## src/rtl/st5_writeback_stage_pkg.sv

```systemverilog
// Shared datapath definitions for the 16-bit MIPS pipeline: MemRead encodings,
// default widths and the write-back entry record.
package st5_writeback_stage_pkg;

  localparam int unsigned DefaultDw = 16;
  localparam int unsigned DefaultRw = 4;
  localparam int unsigned RetireCntW = 16;

  localparam logic [1:0] MR_NONE = 2'b00;
  localparam logic [1:0] MR_LW   = 2'b01;
  localparam logic [1:0] MR_LBU  = 2'b10;
  localparam logic [1:0] MR_RSVD = 2'b11;

  typedef struct packed {
    logic                 valid;
    logic                 regwrite;
    logic [DefaultRw-1:0] wreg;
    logic [DefaultDw-1:0] data;
  } wb_entry_t;

endpackage

```

## src/rtl/st5_writeback_stage_wb_data_select.sv

```systemverilog
// Write-back data mux: picks ALU result, loaded word or zero-extended loaded byte.
module st5_writeback_stage_wb_data_select
  import st5_writeback_stage_pkg::*;
#(
  parameter int unsigned DW = DefaultDw
) (
  input  logic [1:0]    memread_i,
  input  logic [DW-1:0] alu_result_i,
  input  logic [DW-1:0] read_data_i,
  output logic [DW-1:0] data_o,
  output logic          bad_o
);

  always_comb begin
    data_o = alu_result_i;
    bad_o  = 1'b0;
    unique case (memread_i)
      MR_LW:   data_o = read_data_i;
      MR_LBU:  data_o = {{(DW-8){1'b0}}, read_data_i[7:0]};
      MR_NONE: data_o = alu_result_i;
      MR_RSVD: begin
        data_o = alu_result_i;
        bad_o  = 1'b1;
      end
      default: data_o = alu_result_i;
    endcase
  end

endmodule

```

## src/rtl/st5_writeback_stage.sv

```systemverilog
// Pipeline stage 5: MEM/WB register, register-file write port, one-deep
// forwarding history and retire counter.
module st5_writeback_stage
  import st5_writeback_stage_pkg::*;
#(
  parameter int unsigned DW = DefaultDw,
  parameter int unsigned RW = DefaultRw
) (
  input  logic                  clk_i,
  input  logic                  rst_i,
  input  logic                  mem_valid_i,
  input  logic [1:0]            mem_memread_i,
  input  logic                  mem_regwrite_i,
  input  logic [RW-1:0]         mem_writereg_i,
  input  logic [DW-1:0]         mem_aluresult_i,
  input  logic [DW-1:0]         mem_readdata_i,
  input  logic                  stall_i,
  input  logic                  flush_i,
  output logic                  wb_regwrite_o,
  output logic [RW-1:0]         wb_writereg_o,
  output logic [DW-1:0]         wb_writedata_o,
  output logic                  fwd_hit_valid_o,
  output logic [RW-1:0]         fwd_hit_reg_o,
  output logic [DW-1:0]         fwd_hit_data_o,
  output logic                  bad_memread_o,
  output logic [RetireCntW-1:0] retire_count_o
);

  wb_entry_t             mw_q, mw_d;
  wb_entry_t             hist_q, hist_d;
  logic                  bad_q, bad_d;
  logic [RetireCntW-1:0] cnt_q, cnt_d;

  logic [DW-1:0] sel_data;
  logic          sel_bad;

  st5_writeback_stage_wb_data_select #(
    .DW (DW)
  ) u_data_select (
    .memread_i    (mem_memread_i),
    .alu_result_i (mem_aluresult_i),
    .read_data_i  (mem_readdata_i),
    .data_o       (sel_data),
    .bad_o        (sel_bad)
  );

  always_comb begin
    mw_d  = mw_q;
    bad_d = bad_q;
    if (flush_i) begin
      mw_d.valid = 1'b0;
    end else if (!stall_i) begin
      mw_d.valid    = mem_valid_i;
      mw_d.regwrite = mem_regwrite_i;
      mw_d.wreg     = mem_writereg_i;
      mw_d.data     = sel_data;
      bad_d         = sel_bad;
    end
  end

  // History tracks the entry leaving the stage; flush alone does not clear it.
  always_comb begin
    hist_d = hist_q;
    if (!stall_i) begin
      hist_d.valid    = wb_regwrite_o;
      hist_d.regwrite = wb_regwrite_o;
      hist_d.wreg     = mw_q.wreg;
      hist_d.data     = mw_q.data;
    end
  end

  always_comb begin
    cnt_d = cnt_q;
    if (mw_q.valid && !stall_i) begin
      cnt_d = cnt_q + 1'b1;
    end
  end

  always_ff @(posedge clk_i or posedge rst_i) begin
    if (rst_i) begin
      mw_q   <= '0;
      hist_q <= '0;
      bad_q  <= 1'b0;
      cnt_q  <= '0;
    end else begin
      mw_q   <= mw_d;
      hist_q <= hist_d;
      bad_q  <= bad_d;
      cnt_q  <= cnt_d;
    end
  end

  assign wb_regwrite_o   = mw_q.valid & mw_q.regwrite & (mw_q.wreg != '0);
  assign wb_writereg_o   = mw_q.wreg;
  assign wb_writedata_o  = mw_q.data;
  assign fwd_hit_valid_o = hist_q.valid;
  assign fwd_hit_reg_o   = hist_q.wreg;
  assign fwd_hit_data_o  = hist_q.data;
  assign bad_memread_o   = mw_q.valid & bad_q;
  assign retire_count_o  = cnt_q;

endmodule
```

## config.mk

```make
export PLATFORM = sky130hd
export DESIGN_NAME = st5_writeback_stage
export DESIGN_NICKNAME = d
export VERILOG_FILES = /design/src/rtl/st5_writeback_stage_pkg.sv /design/src/rtl/st5_writeback_stage_wb_data_select.sv /design/src/rtl/st5_writeback_stage.sv
export SDC_FILE = /design/constraint.sdc
export NUM_CORES = 1
export LEC_CHECK = 0
export ABC_AREA = 1
export BUFFER_PORTS_ARGS = -buffer_cell sky130_fd_sc_hd__clkbuf_2
export CORE_MARGIN = 2
export CORE_UTILIZATION = 50
export DETAILED_ROUTE_END_ITERATION = 16
export PLACE_DENSITY = 0.87
export SLEW_MARGIN = 40
export SYNTH_ARGS = -nofsm -noshare
export SYNTH_HDL_FRONTEND = slang
export SYNTH_HIERARCHICAL = 1
export SYNTH_SLANG_ARGS = --single-unit
```

## constraint.sdc

```tcl
create_clock -name clk_i -period 2.3 [get_ports clk_i]
set_clock_uncertainty 0.2 [all_clocks]
set_input_delay 0.46 -clock clk_i [delete_from_list [all_inputs] [get_ports clk_i]]
set_output_delay 0.46 -clock clk_i [all_outputs]
set_load 0.01 [all_outputs]
```

### After elaboration in Yosys (flattened, before gate mapping)

Index checks and enable logic that the tools add are counted.

* logic and storage cells: 29
* flip-flop bits (word level): 60
* output and inout port bits: 59
* input port bits: 44

* bitwise operators: 5
* mux-type cells: 4
* equality and inequality tests: 4
* reductions and logical operators: 6
* $add $sub $neg: 1

Operator list (number)
* case mux 16 bit (3 select lines): 1
* 2-to-1 mux 22 bit: 1
* adder 16 x 1 -> 16 bit, second input constant: 1
* == test 2 bit, second input constant: 2
* nonzero test 4 bit: 1
* AND 1 bit: 3
* == test 2 x 1 -> 1 bit, second input constant: 1
* zero test 2 bit: 1
* 2-to-1 mux 1 bit: 2
* inequality test 2 x 1 -> 1 bit, second input constant: 1
* inverter 1 bit: 2
* AND reduction 2 bit: 1
* OR reduction 2 bit: 1
* logical AND 1 bit: 1
* zero test 1 bit: 1

### Longest topological paths before layout

Gate-level depths: netlist of the first run.

* depth in word-level cells: 5
* gate-level depth with buffers: 8
* mapped depth without buffers: 7

### By module

Netlist of the first run, hierarchy kept.

Modules (own cells, without submodules)
* st5_writeback_stage: area each 2697.6 sq um, cells each 301, seq. area each 1501.4 sq um, times used 1
* st5_writeback_stage_wb_data_select: area each 290.3 sq um, cells each 58, seq. area each 0.0 sq um, times used 1

### Worst setup path after synthesis of the first run

OpenSTA, ideal clock, no wires.

* path type: input -> register
* from: input port mem_memread_i[0]
* to: register mw_q, in the netlist wb_writedata_o[5]
* data arrival time: 1.288 ns
* buffers on the path: 2
* data required time: 1.969 ns
* cell stages on the path: 8
* setup slack: 0.682 ns
* setup time: 0.131 ns
* path through: inv_1 -> ha_1 -> clkbuf_2 -> buf_4 -> nand3_1 -> nand2_1 -> nand2_1 -> o21ai_0

* word-level cells in the longest chain between the ends: 3
* elaborated cells on any way between the ends: 6
* classes of those cells: 3 x eq/ne; 1 x mux; 2 x reduce/logical

Ends and longest elaborated chain
* from (decl): RTL line st5_writeback_stage.sv:12 `input logic [1:0] mem_memread_i,`
* == test 2 bit / zero test 2 bit (equally long branches): RTL line st5_writeback_stage_wb_data_select.sv:17 `unique case (memread_i)`
* OR reduction 2 bit (no source line)
* case mux 16 bit (3 select lines) *: RTL line st5_writeback_stage_wb_data_select.sv:17
* named net sel_data[5]: RTL line st5_writeback_stage.sv:34 `logic [DW-1:0] sel_data;`
* to (signal assigned): RTL line st5_writeback_stage.sv:86 `mw_q <= mw_d;`
* to (decl): RTL line st5_writeback_stage.sv:29 `wb_entry_t mw_q, mw_d;`

The timed path passes the listed nets; every way through them passes the cells marked *.
A chain may end at the register's enable or synchronous reset.

### Worst setup path after layout of the first run

* from: register mw_q, in the netlist wb_writereg_o[2]
* to: output port wb_regwrite_o

* word-level cells in the longest chain between the ends: 2

Ends and longest elaborated chain
* nonzero test 4 bit: RTL line st5_writeback_stage.sv:93 `assign wb_regwrite_o = mw_q.valid & mw_q.regwrite & (mw_q.wreg != '0);`
* AND 1 bit: RTL line st5_writeback_stage.sv:93
* to (decl): RTL line st5_writeback_stage.sv:19 `output logic wb_regwrite_o,`

No other way between the ends.

==> flow_metrics.py, run 1 <==
metrics = {
    "timing": {
        "final_total_negative_setup_slack_ns": 0,
        "grt_setup_unrepaired": "no",
        "report.final.setup_viol": 0,
        "period_share_pct": 81.2,
        "worst_slew_pin_slew_ns": 0.486,
        "slew_viol_final": 0,
        "fin_crit_ns": 1.87,
        "max_slew_headroom_pct": 67.6,
        "peak_clock_frequency_supported_by_timing_mhz": 536,
        "finalHoldViolations": 0,
    },
    "final_layout": {
        "areaGrowthSynthToFinish_pct": 22.0,
        "multi_input_gate_area_mm2": 0.00109,
        "fin_area_mm2": 0.00365,
        "fill_cells": 496,
        "final_layout_size_suffix_gt1_share_pct": 29.3,
        "stdcell_count": 525,
        "layout.nets": 493,
        "regArea_mm2": 0.00150,
        "antennaDiodeCount": 0,
    },
    "clock_network": {
        "cts_root_buffer": "sky130_fd_sc_hd__clkbuf_8",
        "longest_clk_path_bufs": 2,
        "cts_num_sinks": 60,
        "tritoncts": "built",
        "clock_tree.htree_level_count": 3,
        "post_cts_resize_count": 0,
        "clock_insertion_delay_worst_skew_ns": 0.33,
        "cts.clk_slew.worst_paths_ns": 0.07,
        "cts-buffers-inserted": 9,
        "postCtsSetupBuffers": 0,
    },
    "worst_setup_path": {
        "critical_path.endpoint_type": "output port",
        "cell_by_cell_trace_of_the_critical_path": "inv_1 > nand4_1 > nand2_1 > nor2_1 > clkbuf_2",
        "crit_end": "wb_regwrite_o",
        "critical_path.reg2reg.startpoint": "retire_count_o[0]$_DFFE_PP0P_",
        "cp_max_fo": 3,
        "critical_path_arrival_ns": 1.21,
        "path_buf_inv": 2,
        "max_stage_delay_ns": 0.37,
        "timing.critical_path.slowest_stage_cell": "sky130_fd_sc_hd__dfrtp_1",
        "startpoint": "wb_writereg_o[2]$_DFFE_PP0P_",
        "cp_num_cells": 5,
        "worst_r2r_path_depth": 6,
        "worst-setup-path-type": "register to output port",
        "worst-r2r-setup-slack_ns": 0.70,
        "r2r-end": "retire_count_o[14]$_DFFE_PP0P_",
        "cpLargestDelayFamily": "flip-flops",
        "worstSetupStartpointType": "register",
        "worst-endpoint-required_ns": 1.64,
    },
    "floorplanning": {
        "start_util_pct": 51.1,
        "die_footprint_mm2": 0.00661,
        "height_of_the_chip_um": 81.3,
        "row_count": 28,
        "die_w_um": 81.3,
        "boundaryPins": 103,
        "floorplan.core_area_mm2": 0.00585,
    },
    "logic_synthesis": {
        "synth_register_bits": 60,
        "yosysTopAreaCell": "sky130_fd_sc_hd__dfrtp_1",
        "synthesis.instances": 359,
        "ys.flop_type": "sky130_fd_sc_hd__dfrtp_1",
        "netlist_cell_types": 27,
        "post-synth-top-count-cell": "sky130_fd_sc_hd__nand2_1",
        "synthesis.area_mm2": 0.00299,
        "synth_top_cell_area_share_pct": 50.3,
        "synth.top_cells.by_count": "sky130_fd_sc_hd__nand2_1, sky130_fd_sc_hd__dfrtp_1, sky130_fd_sc_hd__o21ai_0",
        "synth.yosys.seq_area_share_pct": 50.3,
        "synthesis.nets": 407,
        "yosys_warnings": 6,
        "synth-edff-count": 0,
        "synth_top_cells_by_area": "sky130_fd_sc_hd__dfrtp_1, sky130_fd_sc_hd__nand2_1, sky130_fd_sc_hd__o21ai_0",
        "synth_area_per_cell_um2": 8.32,
        "ys_async_sr_fraction_pct": 100,
    },
    "detailed_routing": {
        "maxUsedRoutingLayer": "met4",
        "met3_length_um": 281,
        "vias": 2480,
        "postRouteAntennaNets": 0,
        "detail_route.first_pass.iterations": 4,
        "drt_wl_total_mm": 6.38,
        "met1Wirelength_mm": 2.78,
        "avgViaCountPerCell": 4.72,
        "met2RoutedLength_mm": 3.22,
        "wire_per_inst_um": 12.2,
        "drt_iter0_drc": 106,
        "drc_errors": 0,
    },
    "global_routing": {
        "first_pass_grt_wire_length_mm": 10.5,
        "total_grt_overflow": 0,
        "grt_antenna_before_repair": 0,
        "grt_util_all_layers_pct": 21.1,
        "largest_net_degree_at_the_start_of_global_routing": 41,
        "vias_in_the_first_global_route": 2404,
    },
    "min_path": {
        "class_of_the_tightest_hold_or_removal_check": "input pin to register",
        "beginning_of_the_worst_hold_path": "flush_i",
    },
    "placed_design": {
        "dpl.cell_count": 508,
        "place_congestion": 0.798,
        "numPortBuffers": 102,
        "post_dp_cell_area_mm2": 0.00340,
        "dpl.hpwl_mm": 4.89,
    },
    "outcome": {
        "outcome": "completed",
    },
    "pwr": {
        "worst_ir_drop_vdd_uv": 396,
        "total_power_w": 0.00294,
        "power.density_cell_area_mw_per_mm2": 808,
        "power.static_leakage_nw": 2.06,
    },
    "flow_run": {
        "maxCapViolCount": 0,
    },
}
## timing repair
item | CTS | global route
hold endpoints to repair | 11 | 0
hold buffers | 1 | 0
setup endpoints to repair | 0 | 0
## routing by layer
metal  GRT usage, %  vias to the layer above
met5              0                        -
met4           11.0                        0
met3           3.89                        9
met2           36.5                       67
met1           24.7                     1122
li1               -                     1282
## power by group
| group | leakage [nW] | total [W] | internal, W | switching, W |
|---|---|---|---|---|
| clock network | 0.117 | 0.00111 | 0.000717 | 0.000397 |
| registers | 0.758 | 0.00130 | 0.00120 | 0.000108 |
| logic | 1.19 | 0.000525 | 0.000215 | 0.000311 |
## placed cells by master, fill, tap and decap left out, drive strengths merged, types with 2 or more instances in the layout
| master | synthesis | routed |
|---|---|---|
| clkbuf | 7 | 113 |
| nand2 | 109 | 109 |
| dfrtp | 60 | 60 |
| o21ai | 49 | 49 |
| inv | 45 | 45 |
| nand3 | 25 | 25 |
| nor2 | 13 | 13 |
| xnor2 | 6 | 6 |
| nand4 | 6 | 6 |
| buf | 26 | 5 |
| ha | 4 | 4 |
| clkinv | 1 | 3 |
| bufinv | 0 | 3 |
| xor2 | 2 | 2 |
| o21bai | 2 | 2 |
## sequential cells by signal, indices dropped and copies added (netlist names)
register,cells
mw_q,2
fwd_hit_valid_o,1
wb_writereg_o,4
fwd_hit_data_o,16
bad_q,1
wb_writedata_o,16
retire_count_o,16
fwd_hit_reg_o,4
## worst min path at each step
| stage | cells after the start | end |
|---|---|---|
| 2_1_floorplan | 1 | bad_q$_DFFE_PP0P_ |
| 3_3_place_gp | 2 | retire_count_o[2]$_DFFE_PP0P_ |
| 3_5_place_dp | 2 | retire_count_o[0]$_DFFE_PP0P_ |
| 4_1_cts | 2 | mw_q[21]$_DFFE_PP0P_ |
| 5_1_grt | 2 | mw_q[21]$_DFFE_PP0P_ |
| 6_report | 2 | mw_q[21]$_DFFE_PP0P_ |
## stage by stage
| stage | setup slack, ns | hold slack, ns | util [%] |
|---|---|---|---|
| after floorplan | 0.155 | 0.281 | - |
| after global placement | 0.429 | 0.188 | 58.2 |
| after detailed placement | 0.337 | 0.192 | 58.2 |
| after CTS | 0.403 | 0.114 | 62.3 |
| after global routing | 0.340 | 0.131 | 62.3 |
| final | 0.433 | 0.128 | 62.3 |
## area by class of cell
class / count / area share [%]
clock buffer: 11 / 3.60
clock inverter: 5 / 2.75
inverter: 46 / 4.77
multi-input combinational: 220 / 29.8
sequential: 60 / 41.2
tap: 75 / 2.57
timing repair buffer: 108 / 15.3
## worst register-to-register path: stages, from the launching register on
cell                      delay, ns
sky130_fd_sc_hd__dfrtp_1       0.41
sky130_fd_sc_hd__ha_1          0.19
sky130_fd_sc_hd__nand3_1       0.20
sky130_fd_sc_hd__nor3_1        0.26
sky130_fd_sc_hd__nand2_1       0.09
sky130_fd_sc_hd__nand2_1       0.08
sky130_fd_sc_hd__nand2_1       0.05
## kinds of logic (layout without fill, tap and decap cells)
| group | after synthesis | count (layout) | synth area share, % |
|---|---|---|---|
| AOI/OAI and AO/OA | 52 | 52 | 8.88 |
| DFF | 60 | 60 | 50.3 |
| and+or+nand+nor | 155 | 155 | 23.1 |
| xor gates and xnor gates | 8 | 8 | 2.35 |
| muxes | 1 | 1 | 0.377 |
| buffers and inverters | 79 | 170 | 13.4 |
| adders and majority gates | 4 | 4 | 1.68 |
No activity file was read; power rests on OpenSTA's default activity.
==> run 2, diff against run 1 <==
Settings changed: CORE_UTILIZATION 50 to 45, PLACE_DENSITY 0.87 to 0.83.
Clock period 2.3 ns to 1.6 ns, I/O delays scaled along.
==> run 2 against run 1 <==
Against the previous run:
- the flow now finishes with violations (setup timing)
- non-clock buffer count rose by 14
- critical path depth unchanged
- power increased by 51%
- largest cell class unchanged
==> flow_metrics.py, run 2 (synthesis results as in run 1) <==
metrics = {
    "global_routing": {
        "grt_util_all_layers_pct": 20.2,
        "grt_antenna_before_repair": 0,
        "total_grt_overflow": 0,
        "vias_in_the_first_global_route": 2463,
        "first_pass_grt_wire_length_mm": 11.6,
        "largest_net_degree_at_the_start_of_global_routing": 41,
    },
    "floorplanning": {
        "boundaryPins": 103,
        "row_count": 29,
        "start_util_pct": 46.8,
        "height_of_the_chip_um": 85.5,
        "die_footprint_mm2": 0.00731,
        "die_w_um": 85.5,
        "floorplan.core_area_mm2": 0.00639,
    },
    "detailed_routing": {
        "maxUsedRoutingLayer": "met4",
        "drt_iter0_drc": 95,
        "wire_per_inst_um": 13.0,
        "postRouteAntennaNets": 0,
        "met2RoutedLength_mm": 3.44,
        "met1Wirelength_mm": 2.96,
        "met3_length_um": 468,
        "drt_wl_total_mm": 7.02,
        "avgViaCountPerCell": 4.92,
        "drc_errors": 0,
        "detail_route.first_pass.iterations": 4,
        "vias": 2660,
    },
    "pwr": {
        "power.net_switching_w": 0.00123,
        "intPower_w": 0.00322,
        "worst_ir_drop_vdd_uv": 691,
        "power.density_cell_area_mw_per_mm2": 1160,
        "power.sequential.fraction_pct": 42.0,
        "clkPwrFrac_pct": 38.4,
        "combinationalPowerShare_pct": 19.6,
        "p_sw_share_pct": 27.6,
        "power.static_leakage_nw": 2.14,
    },
    "final_layout": {
        "fill_cells": 541,
        "layout_commonest_cell": "sky130_fd_sc_hd__nand2_1",
        "commonest_cells_after_routing_fill_and_taps_aside": "sky130_fd_sc_hd__nand2_1, sky130_fd_sc_hd__clkbuf_2, sky130_fd_sc_hd__dfrtp_1",
        "layout.nets": 507,
        "areaGrowthSynthToFinish_pct": 27.8,
        "antennaDiodeCount": 0,
        "final_layout_size_suffix_gt1_share_pct": 31.7,
        "finish.utilization_pct": 59.8,
        "stdcell_count": 541,
    },
    "clock_network": {
        "clock_tree.htree_level_count": 3,
        "tritoncts": "built",
        "clock_insertion_delay_worst_skew_ns": 0.33,
        "cts.clk_slew.worst_paths_ns": 0.07,
        "longest_clk_path_bufs": 2,
        "cts_root_buffer": "sky130_fd_sc_hd__clkbuf_8",
        "cts_num_sinks": 60,
        "cts-buffers-inserted": 9,
    },
    "placed_design": {
        "dpl.hpwl_mm": 5.10,
        "place_congestion": 0.876,
        "dpl.cell_count": 513,
        "numPortBuffers": 102,
    },
    "timing": {
        "finalHoldViolations": 0,
        "postLayoutSetupSlackWorst_ns": -0.136,
        "slew_viol_final": 0,
        "max_slew_headroom_pct": 68.4,
        "report.final.setup_viol": 1,
        "fin_crit_ns": 1.74,
        "worst_slew_pin_slew_ns": 0.474,
        "peak_clock_frequency_supported_by_timing_mhz": 576,
        "final_total_negative_setup_slack_ns": -0.136,
        "grt_setup_unrepaired": "yes",
        "period_share_pct": 109,
    },
    "worst_setup_path": {
        "cell_by_cell_trace_of_the_critical_path": "inv_2 > nand4_1 > nand2_1 > nor2_1 > buf_2",
        "timing.critical_path.slowest_stage_cell": "sky130_fd_sc_hd__dfrtp_1",
        "worst-endpoint-required_ns": 1.08,
        "worst-r2r-setup-slack_ns": 0.10,
        "worst-setup-path-type": "register to output port",
        "critical_path.endpoint_type": "output port",
        "critical_path_arrival_ns": 1.22,
        "worstSetupStartpointType": "register",
        "max_stage_delay_ns": 0.40,
        "cp_max_fo": 2,
    },
    "min_path": {
        "class_of_the_tightest_hold_or_removal_check": "input pin to register",
    },
    "flow_run": {
        "maxCapViolCount": 0,
    },
    "outcome": {
        "failed_checks": "setup timing",
        "outcome": "finished, violations left",
    },
}
[run 2: cell type report]
| cell class | count | area, um^2 | share of cell area [%] |
|---|---|---|---|
| Clock inverter | 4 | 95.1 | 2.49 |
| Multi-Input combinational cell | 220 | 1090 | 28.5 |
| Sequential cell | 60 | 1500 | 39.3 |
| Inverter | 46 | 178 | 4.65 |
| Tap cell | 77 | 96.3 | 2.52 |
| Timing Repair Buffer | 122 | 703 | 18.4 |
| Clock buffer | 12 | 155 | 4.06 |
[run 2: timing repair]
item / in CTS / in global routing
setup buffers: 7 / 0
setup endpoints to repair: 1 / 5
hold buffers: 7 / 0
endpoints found under the hold margin: 18 / 0
gates cloned: 0 / 0
pin swaps: 2 / 3
resized for setup: 4 / 3
[run 2: per-layer routing]
layer | vias up | global-route usage (%)
met3 | 13 | 3.79
met5 | - | 0
met2 | 131 | 33.3
li1 | 1309 | -
met4 | 0 | 10.4
met1 | 1207 | 25.1
[run 2: final timing paths]
check	from	to	depth (start not counted)
setup / recovery	wb_writereg_o[1]$_DFFE_PP0P_	wb_regwrite_o	5
min in group asynchronous	rst_i	retire_count_o[3]$_DFFE_PP0P_	3
hold / removal	mem_valid_i	mw_q[21]$_DFFE_PP0P_	3
max in group asynchronous	rst_i	fwd_hit_data_o[6]$_DFFE_PP0N_	4
setup reg to reg	retire_count_o[0]$_DFFE_PP0P_	retire_count_o[14]$_DFFE_PP0P_	6
hold reg to reg	fwd_hit_data_o[7]$_DFFE_PP0N_	fwd_hit_data_o[7]$_DFFE_PP0N_	2
[run 2: critical path, delay by kind of cell, from the launching register on]
kind / cells / cell delay, ns
DFF: 1 / 0.40
buffers and inverters: 2 / 0.19
and+or+nand+nor: 3 / 0.30
[run 2: through the flow]
stage | worst slack (ns) | total power [W] | hold slack, ns | instance area [um^2]
2_1_floorplan | 0.118 | 0.00241 | 0.183 | 2990
3_3_place_gp | -0.0309 | 0.00269 | 0.103 | 3460
3_5_place_dp | -0.0858 | 0.00273 | 0.109 | 3460
4_1_cts | -0.146 | 0.00448 | 0.0224 | 3830
5_1_grt | -0.207 | 0.00467 | 0.0496 | 3820
6_report | -0.136 | 0.00444 | 0.0369 | 3820
[run 2: power groups by stage]
stage / logic, W / registers (W) / clock network [W]
global route: 0.000975 / 0.00189 / 0.00181
global placement: 0.000811 / 0.00188 / 0
floorplan: 0.000480 / 0.00193 / 0
detailed placement: 0.000842 / 0.00189 / 0
CTS: 0.000889 / 0.00186 / 0.00173
finish: 0.000873 / 0.00186 / 0.00170
